--- config.mk ---
export PLATFORM = sky130hd
export DESIGN_NAME = fetch_pc_ctrl
export DESIGN_NICKNAME = d
export VERILOG_FILES = /design/src/rtl/fetch_pc_ctrl_pkg.sv /design/src/rtl/core_cells.sv /design/src/rtl/fetch_pc_ctrl_hold_buf.sv /design/src/rtl/fetch_pc_ctrl.sv
export SDC_FILE = /design/constraint.sdc
export NUM_CORES = 1
export LEC_CHECK = 0
export CAP_MARGIN = 20
export CORE_ASPECT_RATIO = 2
export CORE_UTILIZATION = 35
export CTS_CLUSTER_DIAMETER = 80
export CTS_CLUSTER_SIZE = 30
export DETAILED_ROUTE_END_ITERATION = 10
export DONT_BUFFER_PORTS = 1
export GPL_ROUTABILITY_DRIVEN = 0
export HOLD_SLACK_MARGIN = 0.03
export PLACE_DENSITY = 0.61
export SYNTH_ARGS = -nofsm -noshare
export SYNTH_HDL_FRONTEND = slang
export SYNTH_SLANG_ARGS = --single-unit
--- constraint.sdc ---
create_clock -name clk -period 4.1 [get_ports clk]
set_clock_uncertainty 0.2 [all_clocks]
set_input_delay 0.41 -clock clk [delete_from_list [all_inputs] [get_ports clk]]
set_output_delay 0.41 -clock clk [all_outputs]
set_load 0.02 [all_outputs]
--- src/rtl/fetch_pc_ctrl_pkg.sv ---
`default_nettype none
// +------------------------------------------------------------------+
// | fetch_pc_ctrl_pkg : shared fetch-stage constants and state codes |
// | Rev 1.0                                                          |
// +------------------------------------------------------------------+
package fetch_pc_ctrl_pkg;

    localparam int unsigned C_WIDTH     = 16;
    localparam logic [15:0] C_RESET_PC  = 16'h0000;
    localparam logic [15:0] C_NOP_INSTR = 16'h0800;

    typedef enum logic [1:0] {
        S_RUN  = 2'b00,
        S_WAIT = 2'b01,
        S_HALT = 2'b10
    } fetch_state_e;

endpackage
`default_nettype wire

--- src/rtl/core_cells.sv ---
`default_nettype none
// +------------------------------------------------------------------+
// | core_dff / core_add : enabled flop cell and adder                |
// | Rev 1.0                                                          |
// +------------------------------------------------------------------+
module core_dff #(
    parameter int unsigned       WIDTH   = 1,
    parameter logic [WIDTH-1:0]  RST_VAL = '0
) (
    input  logic             clk,
    input  logic             rst,
    input  logic             en,
    input  logic [WIDTH-1:0] d,
    output logic [WIDTH-1:0] q
);

    for (genvar i = 0; i < WIDTH; i++) begin : g_bit
        logic r_bit;
        logic w_next;
        assign w_next = en ? d[i] : r_bit;
        // Reset is active-low and synchronous
        always_ff @(posedge clk) begin
            if (!rst) begin
                r_bit <= RST_VAL[i];
            end else begin
                r_bit <= w_next;
            end
        end
        assign q[i] = r_bit;
    end

endmodule

module core_add #(
    parameter int unsigned WIDTH = 16
) (
    input  logic [WIDTH-1:0] a,
    input  logic [WIDTH-1:0] b,
    output logic [WIDTH-1:0] sum
);

    assign sum = a + b;

endmodule
`default_nettype wire

--- src/rtl/fetch_pc_ctrl_hold_buf.sv ---
`default_nettype none
// +------------------------------------------------------------------+
// | fetch_hold_buf : one-entry instr / pc+2 buffer for stalled reads |
// | Rev 1.0                                                          |
// +------------------------------------------------------------------+
module fetch_hold_buf #(
    parameter int unsigned WIDTH = 16
) (
    input  logic             clk,
    input  logic             rst,
    input  logic             i_load,
    input  logic             i_clear,
    input  logic             i_drain,
    input  logic [WIDTH-1:0] i_instr,
    input  logic [WIDTH-1:0] i_pc2,
    output logic             o_valid,
    output logic [WIDTH-1:0] o_instr,
    output logic [WIDTH-1:0] o_pc2
);

    logic w_valid_d;

    // Clear (redirect/halt) beats load, load beats drain
    always_comb begin
        w_valid_d = o_valid;
        if (i_clear) begin
            w_valid_d = 1'b0;
        end else if (i_load) begin
            w_valid_d = 1'b1;
        end else if (i_drain) begin
            w_valid_d = 1'b0;
        end
    end

    core_dff #(.WIDTH(1), .RST_VAL(1'b0)) u_valid (
        .clk(clk), .rst(rst), .en(1'b1), .d(w_valid_d), .q(o_valid)
    );

    core_dff #(.WIDTH(WIDTH), .RST_VAL('0)) u_instr (
        .clk(clk), .rst(rst), .en(i_load), .d(i_instr), .q(o_instr)
    );

    core_dff #(.WIDTH(WIDTH), .RST_VAL('0)) u_pc2 (
        .clk(clk), .rst(rst), .en(i_load), .d(i_pc2), .q(o_pc2)
    );

endmodule
`default_nettype wire

--- src/rtl/fetch_pc_ctrl.sv ---
`default_nettype none
// +------------------------------------------------------------------+
// | fetch_pc_ctrl : PC owner, imem request/stall handling, IF/ID out |
// | Rev 1.0                                                          |
// +------------------------------------------------------------------+
module fetch_pc_ctrl
    import fetch_pc_ctrl_pkg::*;
#(
    parameter int unsigned      WIDTH     = C_WIDTH,
    parameter logic [WIDTH-1:0] RESET_PC  = C_RESET_PC,
    parameter logic [WIDTH-1:0] NOP_INSTR = C_NOP_INSTR
) (
    input  logic             clk,
    input  logic             rst,
    input  logic             stall_i,
    input  logic             redirect_i,
    input  logic [WIDTH-1:0] redirect_pc,
    input  logic             halt_i,
    input  logic             mem_done,
    input  logic             mem_stall,
    input  logic [WIDTH-1:0] mem_rdata,
    output logic             mem_req,
    output logic [WIDTH-1:0] mem_addr,
    output logic [WIDTH-1:0] instr_o,
    output logic [WIDTH-1:0] pc_plus2_o,
    output logic             instr_valid,
    output logic             halted_o,
    output logic             err_o
);

    localparam logic [WIDTH-1:0] C_TWO = WIDTH'(2);

    logic [1:0]       r_state;
    fetch_state_e     w_state;
    fetch_state_e     w_state_d;
    logic [WIDTH-1:0] r_pc;
    logic [WIDTH-1:0] w_pc_d;
    logic             w_pc_en;
    logic [WIDTH-1:0] w_pc_plus2;
    logic [WIDTH-1:0] w_instr_d;
    logic             w_valid_d;
    logic             w_ifid_en;
    logic [WIDTH-1:0] w_pc2_d;
    logic             w_pc2_en;
    logic             w_err_d;
    logic             r_pend_valid;
    logic             w_pend_valid_d;
    logic [WIDTH-1:0] r_pend_pc;
    logic             w_pend_pc_en;
    logic             r_halt_pend;
    logic             w_halt_pend_d;
    logic             w_buf_load;
    logic             w_buf_clear;
    logic             w_buf_drain;
    logic             w_buf_valid;
    logic [WIDTH-1:0] w_buf_instr;
    logic [WIDTH-1:0] w_buf_pc2;
    logic             w_req;
    logic             w_done;
    logic             w_busy;

    assign w_state = fetch_state_e'(r_state);

    // PC doubles as the held address while a read is outstanding
    assign w_req    = (w_state == S_RUN)  ? (!stall_i && !w_buf_valid)
                                          : (w_state == S_WAIT);
    assign w_done   = w_req & mem_done;
    assign w_busy   = w_req & mem_stall;
    assign mem_req  = rst & w_req;
    assign mem_addr = r_pc;
    assign halted_o = (w_state == S_HALT);

    core_add #(.WIDTH(WIDTH)) u_pc_add (.a(r_pc), .b(C_TWO), .sum(w_pc_plus2));

    always_comb begin
        w_state_d      = w_state;
        w_pc_en        = 1'b0;
        w_pc_d         = w_pc_plus2;
        w_ifid_en      = 1'b0;
        w_instr_d      = NOP_INSTR;
        w_valid_d      = 1'b0;
        w_pc2_en       = 1'b0;
        w_pc2_d        = w_pc_plus2;
        w_err_d        = 1'b0;
        w_pend_valid_d = r_pend_valid;
        w_pend_pc_en   = 1'b0;
        w_halt_pend_d  = r_halt_pend;
        w_buf_load     = 1'b0;
        w_buf_clear    = 1'b0;
        w_buf_drain    = 1'b0;
        case (w_state)
            S_RUN: begin
                if (redirect_i) begin
                    w_ifid_en   = 1'b1;
                    w_buf_clear = 1'b1;
                    if (redirect_pc[0]) begin
                        w_err_d   = 1'b1;
                        w_state_d = S_HALT;
                    end else if (w_busy) begin
                        // Memory accepted the read; target waits until it returns
                        w_state_d      = S_WAIT;
                        w_pend_valid_d = 1'b1;
                        w_pend_pc_en   = 1'b1;
                    end else begin
                        w_pc_en = 1'b1;
                        w_pc_d  = redirect_pc;
                    end
                end else if (halt_i) begin
                    w_ifid_en   = 1'b1;
                    w_buf_clear = 1'b1;
                    if (w_busy) begin
                        w_state_d     = S_WAIT;
                        w_halt_pend_d = 1'b1;
                    end else begin
                        w_state_d = S_HALT;
                    end
                end else if (!stall_i) begin
                    w_ifid_en = 1'b1;
                    if (w_buf_valid) begin
                        w_instr_d   = w_buf_instr;
                        w_valid_d   = 1'b1;
                        w_pc2_en    = 1'b1;
                        w_pc2_d     = w_buf_pc2;
                        w_buf_drain = 1'b1;
                    end else if (w_done) begin
                        w_instr_d = mem_rdata;
                        w_valid_d = 1'b1;
                        w_pc2_en  = 1'b1;
                        w_pc_en   = 1'b1;
                    end else if (w_busy) begin
                        w_state_d = S_WAIT;
                    end
                end
            end
            S_WAIT: begin
                if (redirect_i) begin
                    w_ifid_en     = 1'b1;
                    w_buf_clear   = 1'b1;
                    w_halt_pend_d = 1'b0;
                    if (redirect_pc[0]) begin
                        w_err_d        = 1'b1;
                        w_state_d      = S_HALT;
                        w_pend_valid_d = 1'b0;
                    end else if (mem_done) begin
                        w_pc_en        = 1'b1;
                        w_pc_d         = redirect_pc;
                        w_pend_valid_d = 1'b0;
                        w_state_d      = S_RUN;
                    end else begin
                        w_pend_valid_d = 1'b1;
                        w_pend_pc_en   = 1'b1;
                    end
                end else if (mem_done) begin
                    w_pc_en        = 1'b1;
                    w_pc_d         = r_pend_valid ? r_pend_pc : w_pc_plus2;
                    w_pend_valid_d = 1'b0;
                    w_halt_pend_d  = 1'b0;
                    if (halt_i || r_halt_pend) begin
                        w_state_d = S_HALT;
                        w_ifid_en = 1'b1;
                    end else begin
                        w_state_d = S_RUN;
                        if (r_pend_valid) begin
                            w_ifid_en = 1'b1;
                        end else if (stall_i) begin
                            w_buf_load = 1'b1;
                        end else begin
                            w_ifid_en = 1'b1;
                            w_instr_d = mem_rdata;
                            w_valid_d = 1'b1;
                            w_pc2_en  = 1'b1;
                        end
                    end
                end else if (halt_i) begin
                    w_halt_pend_d = 1'b1;
                    w_ifid_en     = 1'b1;
                end
            end
            default: begin
            end
        endcase
    end

    core_dff #(.WIDTH(2), .RST_VAL(S_RUN)) u_state (
        .clk(clk), .rst(rst), .en(1'b1), .d(w_state_d), .q(r_state)
    );

    core_dff #(.WIDTH(WIDTH), .RST_VAL(RESET_PC)) u_pc (
        .clk(clk), .rst(rst), .en(w_pc_en), .d(w_pc_d), .q(r_pc)
    );

    core_dff #(.WIDTH(WIDTH), .RST_VAL(NOP_INSTR)) u_instr (
        .clk(clk), .rst(rst), .en(w_ifid_en), .d(w_instr_d), .q(instr_o)
    );

    core_dff #(.WIDTH(1), .RST_VAL(1'b0)) u_valid (
        .clk(clk), .rst(rst), .en(w_ifid_en), .d(w_valid_d), .q(instr_valid)
    );

    core_dff #(.WIDTH(WIDTH), .RST_VAL('0)) u_pc2 (
        .clk(clk), .rst(rst), .en(w_pc2_en), .d(w_pc2_d), .q(pc_plus2_o)
    );

    core_dff #(.WIDTH(1), .RST_VAL(1'b0)) u_err (
        .clk(clk), .rst(rst), .en(1'b1), .d(w_err_d), .q(err_o)
    );

    core_dff #(.WIDTH(1), .RST_VAL(1'b0)) u_pend_valid (
        .clk(clk), .rst(rst), .en(1'b1), .d(w_pend_valid_d), .q(r_pend_valid)
    );

    core_dff #(.WIDTH(WIDTH), .RST_VAL('0)) u_pend_pc (
        .clk(clk), .rst(rst), .en(w_pend_pc_en), .d(redirect_pc), .q(r_pend_pc)
    );

    core_dff #(.WIDTH(1), .RST_VAL(1'b0)) u_halt_pend (
        .clk(clk), .rst(rst), .en(1'b1), .d(w_halt_pend_d), .q(r_halt_pend)
    );

    fetch_hold_buf #(.WIDTH(WIDTH)) u_hold_buf (
        .clk     (clk),
        .rst     (rst),
        .i_load  (w_buf_load),
        .i_clear (w_buf_clear),
        .i_drain (w_buf_drain),
        .i_instr (mem_rdata),
        .i_pc2   (w_pc_plus2),
        .o_valid (w_buf_valid),
        .o_instr (w_buf_instr),
        .o_pc2   (w_buf_pc2)
    );

endmodule
`default_nettype wire

# Word level (Yosys, flattened, before mapping)

Index checks and enable logic that the tools add are counted.

Muxes and demuxes: 105
Equal/unequal tests: 13
Bitwise operators: 4
Reduce and logical (&&, ||, !) cells: 13
$add $sub $neg: 1

Operators with widths:

| kind                                                                  | number |
|---|---|
| 16-bit two-way mux                                                    | 23 |
| 16-bit case mux with 2 select lines                                   | 2 |
| 1-bit two-way mux                                                     | 59 |
| 2-bit two-way mux                                                     | 13 |
| 16-bit by 2-bit adder with 16-bit output, second input constant       | 1 |
| 4-bit != test, second input constant                                  | 4 |
| 1-bit case mux with 2 select lines                                    | 7 |
| 2-bit != test, second input constant                                  | 5 |
| 5-bit AND reduction                                                   | 2 |
| 3-bit != test, second input constant                                  | 2 |
| 6-bit AND reduction                                                   | 1 |
| 2-bit case mux with 2 select lines                                    | 1 |
| 2-bit nonzero test                                                    | 2 |
| 2-bit OR reduction                                                    | 2 |
| 1-bit bitwise AND                                                     | 3 |
| 3-bit AND reduction                                                   | 1 |
| 2-bit by 1-bit equality test with 1-bit output, second input constant | 1 |
| 2-bit equality test, second input constant                            | 1 |
| 1-bit zero test                                                       | 2 |
| 2-bit zero test                                                       | 1 |
| 1-bit logical AND                                                     | 1 |
| 1-bit logical OR                                                      | 1 |
| 1-bit inverter                                                        | 1 |

Register bits: 103
Word-level logic and storage cells: 239
Input port bits: 39
Output and inout port bits: 52

# Depth between registers and ports, before layout

Depth in word-level cells: 11
Mapped depth: 9
Mapped depth without buffers: 7

# Hierarchy

A second synthesis with hierarchy kept.

Cell total of the unflattened synthesis: 775
Area, all modules: 7058.0 um^2

By module, submodules not included:

| module                            | times used | cells an instance | seq. area each (um^2) | area each (um^2) |
|---|---|---|---|---|
| core_dff (u_hold_buf.u_instr ...) | 5          | 67                | 320.3                 | 735.7 |
| fetch_pc_ctrl                     | 1          | 245               | 0.0                   | 1609.0 |
| core_add                          | 1          | 101               | 0.0                   | 745.7 |
| core_dff (u_instr)                | 1          | 67                | 320.3                 | 733.2 |
| core_dff (u_err ...)              | 5          | 3                 | 20.0                  | 36.3 |
| core_dff (u_state)                | 1          | 8                 | 40.0                  | 87.6 |
| fetch_hold_buf                    | 1          | 4                 | 0.0                   | 22.5 |

# Worst setup path before layout

OpenSTA, ideal clock, no wires.

Path type: in2reg
Start: input port halt_i
End: register u_pc2.g_bit[14].r_bit
Path buffers: 2
Arrival time: 1.925 ns
Library setup time: 0.116 ns
Path slack: 1.859 ns
Data required time: 3.784 ns
Stages on the path: 6
Cell sequence: clkbuf_1 -> or3b_2 -> a211oi_4 -> buf_2 -> a211oi_1 -> a31o_2

Cells in the longest elaborated chain, start to end: 5
Elaborated cells on any way between the ends: 10
Those cells by class: 9 x mux; 1 x reduce/logical

Ends and longest elaborated chain:

| item                               | RTL line             | source |
|---|---|---|
| from (decl)                        | fetch_pc_ctrl.sv:18  | `input logic halt_i,` |
| 1-bit logical OR                   | fetch_pc_ctrl.sv:158 | `if (halt_i \|\| r_halt_pend) begin` |
| 1-bit two-way mux                  | fetch_pc_ctrl.sv:158 |  |
| 1-bit two-way mux                  | fetch_pc_ctrl.sv:153 | `end else if (mem_done) begin` |
| 1-bit two-way mux                  | fetch_pc_ctrl.sv:136 | `if (redirect_i) begin` |
| 1-bit case mux with 2 select lines | fetch_pc_ctrl.sv:91  | `case (w_state)` |
| to (signal assigned)               | core_cells.sv:24     | `r_bit <= RST_VAL[i];` |
| to (signal assigned)               | core_cells.sv:26     | `r_bit <= w_next;` |
| to (decl)                          | core_cells.sv:18     | `logic r_bit;` |

Parallel ways exist; a longest one is shown, timed or not.
A chain may end at the register's enable or synchronous reset.

# Final worst setup path

Start: register u_state.g_bit[0].r_bit
End: register u_pc.g_bit[6].r_bit

Cells in the longest elaborated chain, start to end: 9
Elaborated cells on any way between the ends: 17
Those cells by class: 1 x eq/ne; 13 x mux; 2 x bitwise; 1 x reduce/logical

Ends and longest elaborated chain:

| item                                                                              | RTL line                                                      | source |
|---|---|---|
| from (decl)                                                                       | core_cells.sv:18                                              |  |
| from (signal assigned)                                                            | core_cells.sv:24                                              |  |
| from (signal assigned)                                                            | core_cells.sv:26                                              |  |
| 2-bit by 1-bit equality test with 1-bit output or 2-bit zero test (tied branches) | fetch_pc_ctrl.sv:66, fetch_pc_ctrl.sv:91, fetch_pc_ctrl.sv:65 |  |
| 1-bit two-way mux                                                                 | fetch_pc_ctrl.sv:65                                           | `assign w_req = (w_state == S_RUN) ? (!stall_i && !w_buf_valid)` |
| 1-bit bitwise AND                                                                 | fetch_pc_ctrl.sv:67                                           | `assign w_done = w_req & mem_done;` |
| 1-bit two-way mux                                                                 | fetch_pc_ctrl.sv:125                                          | `end else if (w_done) begin` |
| 1-bit two-way mux                                                                 | fetch_pc_ctrl.sv:119                                          | `if (w_buf_valid) begin` |
| 1-bit two-way mux                                                                 | fetch_pc_ctrl.sv:117                                          | `end else if (!stall_i) begin` |
| 1-bit two-way mux                                                                 | fetch_pc_ctrl.sv:108                                          | `end else if (halt_i) begin` |
| 1-bit two-way mux                                                                 | fetch_pc_ctrl.sv:93                                           | `if (redirect_i) begin` |
| 1-bit case mux with 2 select lines                                                | fetch_pc_ctrl.sv:91                                           |  |
| to (signal assigned)                                                              | core_cells.sv:24                                              |  |
| to (signal assigned)                                                              | core_cells.sv:26                                              |  |
| to (decl)                                                                         | core_cells.sv:18                                              |  |

Parallel ways exist; a longest one is shown, timed or not.

==> summary.txt <==
Outcome -> finished clean
Distinct cell type count after synthesis -> 56
Final Hold Fails -> 0
Cells after Synth -> 617
Worst-Skew Late Latency -> 0.35 ns
Die area -> 15200 µm²
WL/cell -> 19.0 µm
Crit start category -> flop
Syn. warnings -> 0
Critical path arrival -> 2.87 ns
Post-synth net total -> 658
Setup violators final -> 0
Yosys reg bits -> 103
Synth area leaders -> dfxtp_1 40%, buf_4 7.5%, nand2_1 5.4%, nor2_1 5.1%, a222oi_1 3.9%
Synth-to-layout area growth -> 7.35%
Unrepaired setup endpoints after global routing -> false
Die Y-Extent -> 173 µm
Slew @ Worst Pin -> 1.03 ns
Pre-CTS WS -> 1.25 ns
# DRC -> 0
Final Util -> 0.384
Core area -> 14400 µm²
Min-delay src -> redirect_pc[11]
CTS buffer count -> 9
Slew Viols, Final -> 0
Critical Path Start -> u_state.g_bit[0].r_bit
Via density -> 5.74
First-pass GRT wire length -> 22.5 mm
# diodes -> 0
Power, Total -> 0.00229 W
1st-iter DRT viols -> 267
Post-route minimum period -> 2.87 ns
Grt total ovfl -> 0
Post-Route Setup TNS -> 0 ns
Pwr dens -> 415 nW/µm²
Nets@finish -> 615
Clock Path Buffers -> 2
CTS tree -> built
Max-Cap Viols -> 0
Global-route usage over all layers -> 0.193
Count leader, synth -> dfxtp_1
Fmax achieved -> 348 MHz
Synth Flop Type -> dfxtp_1
CTS sink cnt -> 103
Tcrit/Tclk final -> 0.701
Leak -> 1.90 nW
Cell area after synthesis -> 5140 µm²
VDD IR-drop max -> 0.000219 V
Final Worst Setup Slack -> 1.23 ns
Cell Rows -> 62
Clock-pin slew on the worst setup and hold paths -> 0.08 ns
Vias in the first global route -> 4269
Die span in x -> 87.7 µm
Initial Util -> 0.358
CP endpoint kind -> flop
Layout cells sized above 1 -> 0.0656
Reg-to-Reg Start -> u_state.g_bit[0].r_bit
Yosys top cell area share -> 0.401
Seq/Total Area, Yosys -> 0.401
Top Ports -> 91
Synth cell count leaders -> 103 x dfxtp_1, 74 x nand2_1, 70 x nor2_1
Min-Delay Path Class -> in2reg
Worst EP required -> 4.10 ns
Pre-Repair DR Iteration Count -> 8
Slew margin rel. -> 0.312
Post-DP HPWL -> 9.93 mm
Async SR Flop Fraction -> 0
Syn Area/Cell -> 8.33 µm²
Critical-path maximum fanout -> 14
WS Path Type -> reg2reg
Vias -> 4427
Final ANT Viol Nets -> 0
Total wire length -> 14.7 mm
I/O Buffers -> 0
Fill cell count -> 1440
Biggest area consumer among synthesized cells -> dfxtp_1
Largest net degree at the start of global routing -> 58
Htree depth -> 3
Initial antenna violation count -> 0
CTS Root Cell -> clkbuf_16
Post-synth EDFFs -> 0
Post-CTS setup buffers -> 0
metal layers:
metal  up-vias  share of wire  track usage
met3        30          0.071       0.0467
met4         0          0.032       0.0888
met1      2134           0.36        0.192
li1       2071              -            -
met2       192           0.54        0.360
met5         -              0            0
placed cells by master, fill, tap and decap left out, drive strengths merged, types with 8 or more instances in the layout:
master,instances
a211oi,24
inv,10
dlygate4sd3,28
o211ai,11
a222oi,20
nand3,12
nand2,74
dfxtp,103
mux2i,17
nor2b,18
nor2,70
a21boi,16
buf,9
a21oi,38
xnor2,8
o21ai,34
clkbuf,9
sequential cells by signal (all words and copies together), names as in the netlist, 2 cells and up:
signal                          cells
u_pend_pc.g_bit.r_bit              16
u_pc2.g_bit.r_bit                  16
u_instr.g_bit.r_bit                16
u_hold_buf.u_pc2.g_bit.r_bit       16
u_pc.g_bit.r_bit                   16
u_state.g_bit.r_bit                 2
u_hold_buf.u_instr.g_bit.r_bit     16
where the power goes:
| part | leakage, nW | total (W) | switching [W] | internal (W) |
|---|---|---|---|---|
| sequential | 0.834 | 0.00112 | 0.0000851 | 0.00103 |
| combinational | 0.913 | 0.000266 | 0.000159 | 0.000106 |
| clock | 0.150 | 0.000906 | 0.000418 | 0.000488 |
logic make-up (layout without fill, tap and decap cells):
family | after synthesis | count (layout) | share of synthesized area
flip-flops | 103 | 103 | 0.401
multiplexers | 17 | 17 | 0.0331
XOR/XNOR | 13 | 13 | 0.0222
adder cells (fa/ha/maj) | 2 | 2 | 0.00487
AND/OR/NAND/NOR | 210 | 210 | 0.186
buffers and inverters | 97 | 59 | 0.113
AO/OA/AOI/OAI | 175 | 175 | 0.239
cell type report:
class	instances	area, µm²	area share
Multi-Input combinational cell	417	2520	0.457
Sequential cell	103	2060	0.374
Timing Repair Buffer	37	360	0.0653
Tap cell	192	240	0.0435
Clock buffer	9	225	0.0408
Clock inverter	7	86.3	0.0156
Inverter	6	22.5	0.00408
critical path, cell delays in order, from the launching register on:
cell      delay (ns)
dfxtp_1         0.57
o21ba_2         0.23
o21bai_1        0.64
o22ai_1         0.49
a222oi_1        0.38
nand2b_1        0.14
a21oi_1         0.07
path summary, 6_finish.rpt:
kind	end	slack, ns	cells after the start
hold reg to reg	u_pc2.g_bit[4].r_bit	0.25	2
setup reg to reg	u_pc.g_bit[6].r_bit	1.23	6
hold / removal	u_pend_pc.g_bit[11].r_bit	0.04	2
setup / recovery	u_pc.g_bit[6].r_bit	1.23	6
metrics by stage:
stage	cell area (µm²)	instances	hold slack (ns)
CTS	5520	771	0.0305
floorplan	5140	617	0.227
finish	5520	771	0.0356
global placement	4900	726	0.238
detailed placement	4900	726	0.238
global route	5520	771	0.0372
repair_timing:
action,4_1_cts,5_1_grt
resized for setup,0,0
hold buffers,29,0
hold endpoints to repair,67,0
Note: power is estimated with default switching activity, not from simulation.
